File: config.mk
export PLATFORM = sky130hd
export DESIGN_NAME = sha256_msg_schedule_flat
export DESIGN_NICKNAME = d
export VERILOG_FILES = /design/src/rtl/sha256_pkg.sv /design/src/rtl/sha256_msg_schedule_if.sv /design/src/rtl/sha256_sched_word.sv /design/src/rtl/sha256_msg_schedule.sv /design/src/flat_wrapper.sv
export SDC_FILE = /design/constraint.sdc
export NUM_CORES = 2
export LEC_CHECK = 0
export CORE_ASPECT_RATIO = 2
export CORE_MARGIN = 5
export CORE_UTILIZATION = 45
export DETAILED_ROUTE_END_ITERATION = 6
export PLACE_DENSITY_LB_ADDON = 0.12
export SLEW_MARGIN = 20
export SYNTH_ARGS = -nofsm -noshare
export SYNTH_HDL_FRONTEND = slang
export SYNTH_SLANG_ARGS = --single-unit
File: constraint.sdc
create_clock -name clk -period 53.7 [get_ports clk]
set_input_delay 10.74 -clock clk [delete_from_list [all_inputs] [get_ports clk]]
set_output_delay 10.74 -clock clk [all_outputs]
set_load 0.03 [all_outputs]
File: src/rtl/sha256_pkg.sv
// -----------------------------------------------------------------------------
// sha256_pkg
// Shared types and helpers for the SHA-256 message-schedule expander.
//   word_t          32-bit schedule / message word
//   sched_state_t   IDLE / LOAD / EXPAND
//   WINDOW_WORDS    depth of the sliding 16-word schedule window
//   small_sigma0/1  SHA-256 lower-case sigma functions
// -----------------------------------------------------------------------------
package sha256_pkg;

  typedef logic [31:0] word_t;

  typedef enum logic [1:0] {
    IDLE   = 2'd0,
    LOAD   = 2'd1,
    EXPAND = 2'd2
  } sched_state_t;

  localparam int WINDOW_WORDS = 16;

  // Fixed rotate/shift helpers, written as wiring so they cost no logic.
  function automatic word_t rotr7(input word_t x);
    return {x[6:0], x[31:7]};
  endfunction

  function automatic word_t rotr18(input word_t x);
    return {x[17:0], x[31:18]};
  endfunction

  function automatic word_t shr3(input word_t x);
    return {3'b000, x[31:3]};
  endfunction

  function automatic word_t rotr17(input word_t x);
    return {x[16:0], x[31:17]};
  endfunction

  function automatic word_t rotr19(input word_t x);
    return {x[18:0], x[31:19]};
  endfunction

  function automatic word_t shr10(input word_t x);
    return {10'b0, x[31:10]};
  endfunction

  function automatic word_t small_sigma0(input word_t x);
    return rotr7(x) ^ rotr18(x) ^ shr3(x);
  endfunction

  function automatic word_t small_sigma1(input word_t x);
    return rotr17(x) ^ rotr19(x) ^ shr10(x);
  endfunction

endpackage

File: src/rtl/sha256_msg_schedule_if.sv
// -----------------------------------------------------------------------------
// sha256_msg_schedule_if
// Bus bundle for the message-schedule expander.
// Handshake rule for both channels: a word moves on a rising clock edge where
// valid && ready are both high; the producer holds valid and data stable until
// that edge, and the consumer may change ready freely.
//   in_valid/in_ready/in_word             upstream message words M[t]
//   out_valid/out_ready/out_word/out_idx  downstream schedule words W[t]
//   busy                                  high while in LOAD or EXPAND
//   state                                 FSM state, for observation only
// Modports: slave = the expander, master = the environment driving it.
// -----------------------------------------------------------------------------
interface sha256_msg_schedule_if;
  import sha256_pkg::*;

  logic         in_valid;
  logic         in_ready;
  word_t        in_word;
  logic         out_valid;
  logic         out_ready;
  word_t        out_word;
  logic [5:0]   out_idx;
  logic         busy;
  sched_state_t state;

  modport slave (
    input  in_valid, in_word, out_ready,
    output in_ready, out_valid, out_word, out_idx, busy, state
  );

  modport master (
    output in_valid, in_word, out_ready,
    input  in_ready, out_valid, out_word, out_idx, busy, state
  );

endinterface

File: src/rtl/sha256_sched_word.sv
// -----------------------------------------------------------------------------
// sha256_sched_word
// Combinational SHA-256 schedule recurrence:
//   next_word = sigma1(w14) + w9 + sigma0(w1) + w0   (mod 2^32)
// Ports: w0, w1, w9, w14 (word_t in), next_word (word_t out).
// -----------------------------------------------------------------------------
module sha256_sched_word
  import sha256_pkg::*;
(
  input  word_t w0,
  input  word_t w1,
  input  word_t w9,
  input  word_t w14,
  output word_t next_word
);

  assign next_word = small_sigma1(w14) + w9 + small_sigma0(w1) + w0;

endmodule

File: src/rtl/sha256_msg_schedule.sv
// -----------------------------------------------------------------------------
// sha256_msg_schedule
// Loads one 512-bit block as 16 words, then streams W[0..ROUNDS-1], one word
// per output handshake, from a 16-word sliding window.
// Ports:
//   clk    rising-edge clock
//   rst    asynchronous active-high reset
//   bus    sha256_msg_schedule_if.slave (in_*, out_*, busy, state)
//   abort  only when SHA256_SCHED_ABORT_EN is defined: returns to IDLE
// Parameter: ROUNDS (16..64) schedule words emitted per block.
// -----------------------------------------------------------------------------
module sha256_msg_schedule
  import sha256_pkg::*;
#(
  parameter int ROUNDS = 64
) (
  input  logic                        clk,
  input  logic                        rst,
  sha256_msg_schedule_if.slave        bus
`ifdef SHA256_SCHED_ABORT_EN
  ,
  input  logic                        abort
`endif
);

  sched_state_t state;
  logic [5:0]   cnt;
  word_t        window [WINDOW_WORDS];
  word_t        next_word;
  logic         in_fire;
  logic         out_fire;
  logic         last_round;
  logic         abort_now;

`ifdef SHA256_SCHED_ABORT_EN
  assign abort_now = abort;
`else
  assign abort_now = 1'b0;
`endif

  // Window[0] is always W[t]; window[1], [9], [14] feed W[t+16].
  sha256_sched_word u_sched_word (
    .w0        (window[0]),
    .w1        (window[1]),
    .w9        (window[9]),
    .w14       (window[14]),
    .next_word (next_word)
  );

  assign in_fire    = bus.in_valid && bus.in_ready;
  assign out_fire   = bus.out_valid && bus.out_ready;
  assign last_round = (cnt == 6'(ROUNDS - 1));

  always_ff @(posedge clk or posedge rst) begin
    if (rst) begin
      state <= IDLE;
      cnt   <= '0;
      for (int i = 0; i < WINDOW_WORDS; i++) window[i] <= '0;
    end else if (abort_now) begin
      // Any simultaneous transfer is dropped; window contents are left stale.
      state <= IDLE;
      cnt   <= '0;
    end else begin
      case (state)
        IDLE: begin
          if (in_fire) begin
            window[0] <= bus.in_word;
            cnt       <= 6'd1;
            state     <= LOAD;
          end
        end
        LOAD: begin
          if (in_fire) begin
            window[cnt[3:0]] <= bus.in_word;
            if (cnt == 6'd15) begin
              cnt   <= '0;
              state <= EXPAND;
            end else begin
              cnt <= cnt + 6'd1;
            end
          end
        end
        EXPAND: begin
          if (out_fire) begin
            for (int i = 0; i < WINDOW_WORDS - 1; i++) window[i] <= window[i + 1];
            window[WINDOW_WORDS - 1] <= next_word;
            if (last_round) begin
              cnt   <= '0;
              state <= IDLE;
            end else begin
              cnt <= cnt + 6'd1;
            end
          end
        end
        default: begin
          state <= IDLE;
          cnt   <= '0;
        end
      endcase
    end
  end

  // Outputs decode registered state only; in_ready is also held low during reset.
  assign bus.in_ready  = !rst && (state != EXPAND);
  assign bus.out_valid = (state == EXPAND);
  assign bus.out_word  = (state == EXPAND) ? window[0] : '0;
  assign bus.out_idx   = (state == EXPAND) ? cnt : '0;
  assign bus.busy      = (state != IDLE);
  assign bus.state     = state;

endmodule

File: src/flat_wrapper.sv
// flat-port wrapper written by rule: the top's interface ports become plain ports
module sha256_msg_schedule_flat import sha256_pkg::*;
#(
  parameter int ROUNDS = 64
)
  (clk, rst, bus_in_valid, bus_in_word, bus_out_ready, bus_in_ready, bus_out_valid, bus_out_word, bus_out_idx, bus_busy, bus_state);
  sha256_msg_schedule_if bus_i ();
  input  logic clk;
  input  logic rst;
  input wire logic [$bits(bus_i.in_valid)-1:0] bus_in_valid;
  input wire logic [$bits(bus_i.in_word)-1:0] bus_in_word;
  input wire logic [$bits(bus_i.out_ready)-1:0] bus_out_ready;
  output wire logic [$bits(bus_i.in_ready)-1:0] bus_in_ready;
  output wire logic [$bits(bus_i.out_valid)-1:0] bus_out_valid;
  output wire logic [$bits(bus_i.out_word)-1:0] bus_out_word;
  output wire logic [$bits(bus_i.out_idx)-1:0] bus_out_idx;
  output wire logic [$bits(bus_i.busy)-1:0] bus_busy;
  output wire logic [$bits(bus_i.state)-1:0] bus_state;
  assign bus_i.in_valid = bus_in_valid;
  assign bus_i.in_word = bus_in_word;
  assign bus_i.out_ready = bus_out_ready;
  assign bus_in_ready = bus_i.in_ready;
  assign bus_out_valid = bus_i.out_valid;
  assign bus_out_word = bus_i.out_word;
  assign bus_out_idx = bus_i.out_idx;
  assign bus_busy = bus_i.busy;
  assign bus_state = bus_i.state;
  sha256_msg_schedule #(.ROUNDS(ROUNDS)) u_core (.clk(clk), .rst(rst), .bus(bus_i));
endmodule
==> metrics.md <==
| Metric | Value |
|---|---|
| Sequential-to-total area share from yosys stat | `0.467` |
| Clock Latency Late Sink | `0.60 ns` |
| Max cap viols | `0` |
| Worst path cell trace | `clkdlybuf4s50_1 > nor2_1 > clkdlybuf4s50_1` |
| Vias/cell | `6.25` |
| Worst slew margin | `0.258` |
| CTS Buf Count | `50` |
| Max Fclk | `43.8 MHz` |
| Crit-path slowest cell | `clkdlybuf4s50_1` |
| Top_reg_cell synth | `dfrtp_1` |
| Async set-reset flop share out of synthesis | `1.00` |
| Fin. Hold Viols | `0` |
| Placed cell area | `28700 sq um` |
| Seq cells post-synth | `520` |
| First-pass GRT wire length | `146 mm` |
| Layout cells sized above 1 | `0.0553` |
| Grt ovf | `0` |
| Gpl congestion | `1.01` |
| Measured slew at the worst slew-check pin | `1.11 ns` |
| CTS H-tree lvls | `2` |
| Unrepaired setup endpoints after global routing | `no` |
| Critical path class | `in2out` |
| Sink Count | `520` |
| R2R cell count | `13` |
| Remaining DRCs | `0` |
| Setup TNS | `0 ns` |
| Slack of the worst reg-to-reg path | `48.41 ns` |
| Finished Cell Area | `30300 sq um` |
| Slowest stage delay, CP | `0.68 ns` |
| Worst Hold Class | `reg2reg` |
| Status | `completed` |
| Final Cycle Share | `0.425` |
| WL per Instance | `25.8 microns` |
| DIE AREA | `67300 sq um` |
| Cts hold-fix bufs | `0` |
| Crit path top cell by count | `clkdlybuf4s50_1` |
| Crit path launch | `rst` |
| Initial antenna violation count | `0` |
| TritonCTS clock tree | `done` |
| Worst R2R End | `u_core.window[31]$_DFFE_PP0P_` |
| Cells after Synth | `3084` |
| Vias in the first global route | `22700` |
| CP Capture Type | `output port` |
| Clock root buffer | `clkbuf_16` |
| Setup-failing EPs final | `0` |
| Mapped Nets | `3222` |
| Post-CTS setup buffer count | `0` |
| Vert. Die Dim | `362 microns` |
| Vias | `23500` |
| Drt initial violations | `2601` |
| CP arrival | `12.09 ns` |
| Fin nets | `3065` |
| Crit. path cell count | `3` |
| Worst Setup EP | `bus_in_ready` |
| Pin count of the biggest net entering global routing | `180` |
| I/O Buffers | `78` |
| All-layer global routing usage | `0.284` |
| Die Wd | `186 microns` |
| Distinct cells, synth | `73` |
| Syn. warnings | `0` |
| P&R area growth vs syn | `8.77%` |
| Initial Util | `0.452` |
| Family with the most delay on the worst path | `buffers and inverters` |
| CTS clk-pin slew, worst paths | `0.07 ns` |
| Clock tree buffer depth | `3` |
| Syn Area/Cell | `9.04 sq um` |
| Cell Rows | `129` |
| Hold Slack | `0.483 ns` |
| Antenna diodes | `0` |
| Cts repair resizes | `0` |
| Hpwl dp | `65.8 mm` |
| Worst EP required | `42.96 ns` |
| Layout Skew | `0.0200 ns` |
| WP buf/inv | `2` |
| CP max FO | `3` |
| Routed Antenna Nets | `0` |
| Post-Syn Area | `27900 sq um` |
| Slew Viols, Final | `0` |
| Drt pass-1 iters | `6` |
| Post-synth EDFFs | `0` |
| WL final | `96.9 mm` |
| Fill cells | `5843` |
| Crit start category | `input pin` |
| Worst r2r src | `u_core.window[456]$_DFFE_PP0P_` |
| CORE AREA | `61700 sq um` |
| IO Pins | `79` |
| Crit path time final | `22.83 ns` |
-- cell usage in the layout, fill, tap and decap left out, drive strengths merged, types with 3 or more instances in the layout --
cell           instances
inv                  138
a21oi                606
clkdlybuf4s50         78
o21a                   4
xnor2                121
xor2                  29
nor2                 231
o21ai                160
and3                   7
a32oi                  3
nor3                   6
a211oi                 7
dfrtp                520
nor2b                 39
clkinv                 9
ha                    40
nand3                  8
a21o                  10
fa                    62
a31oi                  5
o31ai                  4
clkinvlp               4
a22oi                 84
buf                   43
o221ai                 3
nand4                  8
o22ai                421
a211o                  4
nand2                174
clkbuf                72
and2                  26
-- state kept, by name (all words and copies together), names as in the netlist --
| name | cells |
|---|---|
| u_core.window | 512 |
| u_core.cnt | 6 |
| u_core.bus.state | 2 |
-- layout make-up --
class	instances	area, sq um	area share
clock buffers	72	1450	0.0479
flip-flops and latches	520	13000	0.429
clock inverters	17	168	0.00553
repair buffers	121	1120	0.0370
multi-input cells	2098	13100	0.431
inverters	136	526	0.0173
well taps	786	983	0.0324
-- Yosys cell counts, types with 3 or more instances --
cell,instances,area [sq um]
fa_1,62,1240
a211o_1,4,35.0
nand3_1,8,40.0
nor3_1,6,30.0
clkbuf_8,4,55.1
a21oi_1,603,3020
a31oi_1,3,18.8
clkbuf_1,214,803
nor2b_1,39,244
a22oi_1,84,631
ha_1,40,500
a21o_1,8,60.1
inv_1,136,510
xor2_1,29,254
buf_2,77,385
nand2_1,173,649
a21oi_2,3,26.3
buf_4,4,30.0
o22ai_1,421,2630
buf_1,29,109
dfrtp_1,520,13000
xnor2_1,121,1060
o31ai_1,4,30.0
and2_1,25,156
o21ai_1,7,35.0
a211oi_2,3,37.5
o21a_1,4,30.0
nand4_1,8,50.1
a211oi_1,4,30.0
and3_1,6,37.5
o21ai_0,151,756
a32oi_1,3,26.3
nor2_1,229,860
-- per-layer routing --
metal	global-route usage	share of wire	up-vias
li1	-	-	10600
met1	0.390	0.42	11700
met2	0.449	0.47	945
met3	0.0375	0.060	176
met4	0.125	0.051	0
met5	0	0	-
-- worst min-delay path by stage --
stage                     slack, ns                           start                        endpoint  cells past startpoint
after floorplan                0.45  u_core.window[482]$_DFFE_PP0P_  u_core.window[482]$_DFFE_PP0P_                      2
after global placement         0.46   u_core.window[12]$_DFFE_PP0P_   u_core.window[12]$_DFFE_PP0P_                      2
after detailed placement       0.47  u_core.window[391]$_DFFE_PP0P_  u_core.window[391]$_DFFE_PP0P_                      2
after CTS                      0.49  u_core.window[391]$_DFFE_PP0P_  u_core.window[391]$_DFFE_PP0P_                      2
after global routing           0.50  u_core.window[484]$_DFFE_PP0P_  u_core.window[484]$_DFFE_PP0P_                      2
final                          0.48  u_core.window[390]$_DFFE_PP0P_  u_core.window[390]$_DFFE_PP0P_                      2
-- per-stage QoR --
stage / util / cells / setup slack, ns
after global placement: 0.465 / 3661 / 30.82
after floorplan: - / 3084 / 28.43
after detailed placement: 0.465 / 3661 / 30.88
final: 0.492 / 3750 / 30.87
after global routing: 0.492 / 3750 / 30.83
after CTS: 0.492 / 3750 / 30.87
-- tightest hold or removal path: stages (launching register included) --
cell and delay [ns]:
dfrtp_1 0.35, nand2_1 0.05, o21ai_0 0.06
-- kinds of logic after synthesis --
kind of cell	after synthesis	share of synthesized area
DFF	520	0.467
buffers and inverters	466	0.0687
AOI/OAI and AO/OA	1333	0.276
adders and majority gates	102	0.0625
xor gates and xnor gates	150	0.0471
and+or+nand+nor	511	0.0785
muxes	2	0.000763
Power is not shown: default switching activity piles up to over one toggle a cycle in this logic, so the estimate is an artifact.
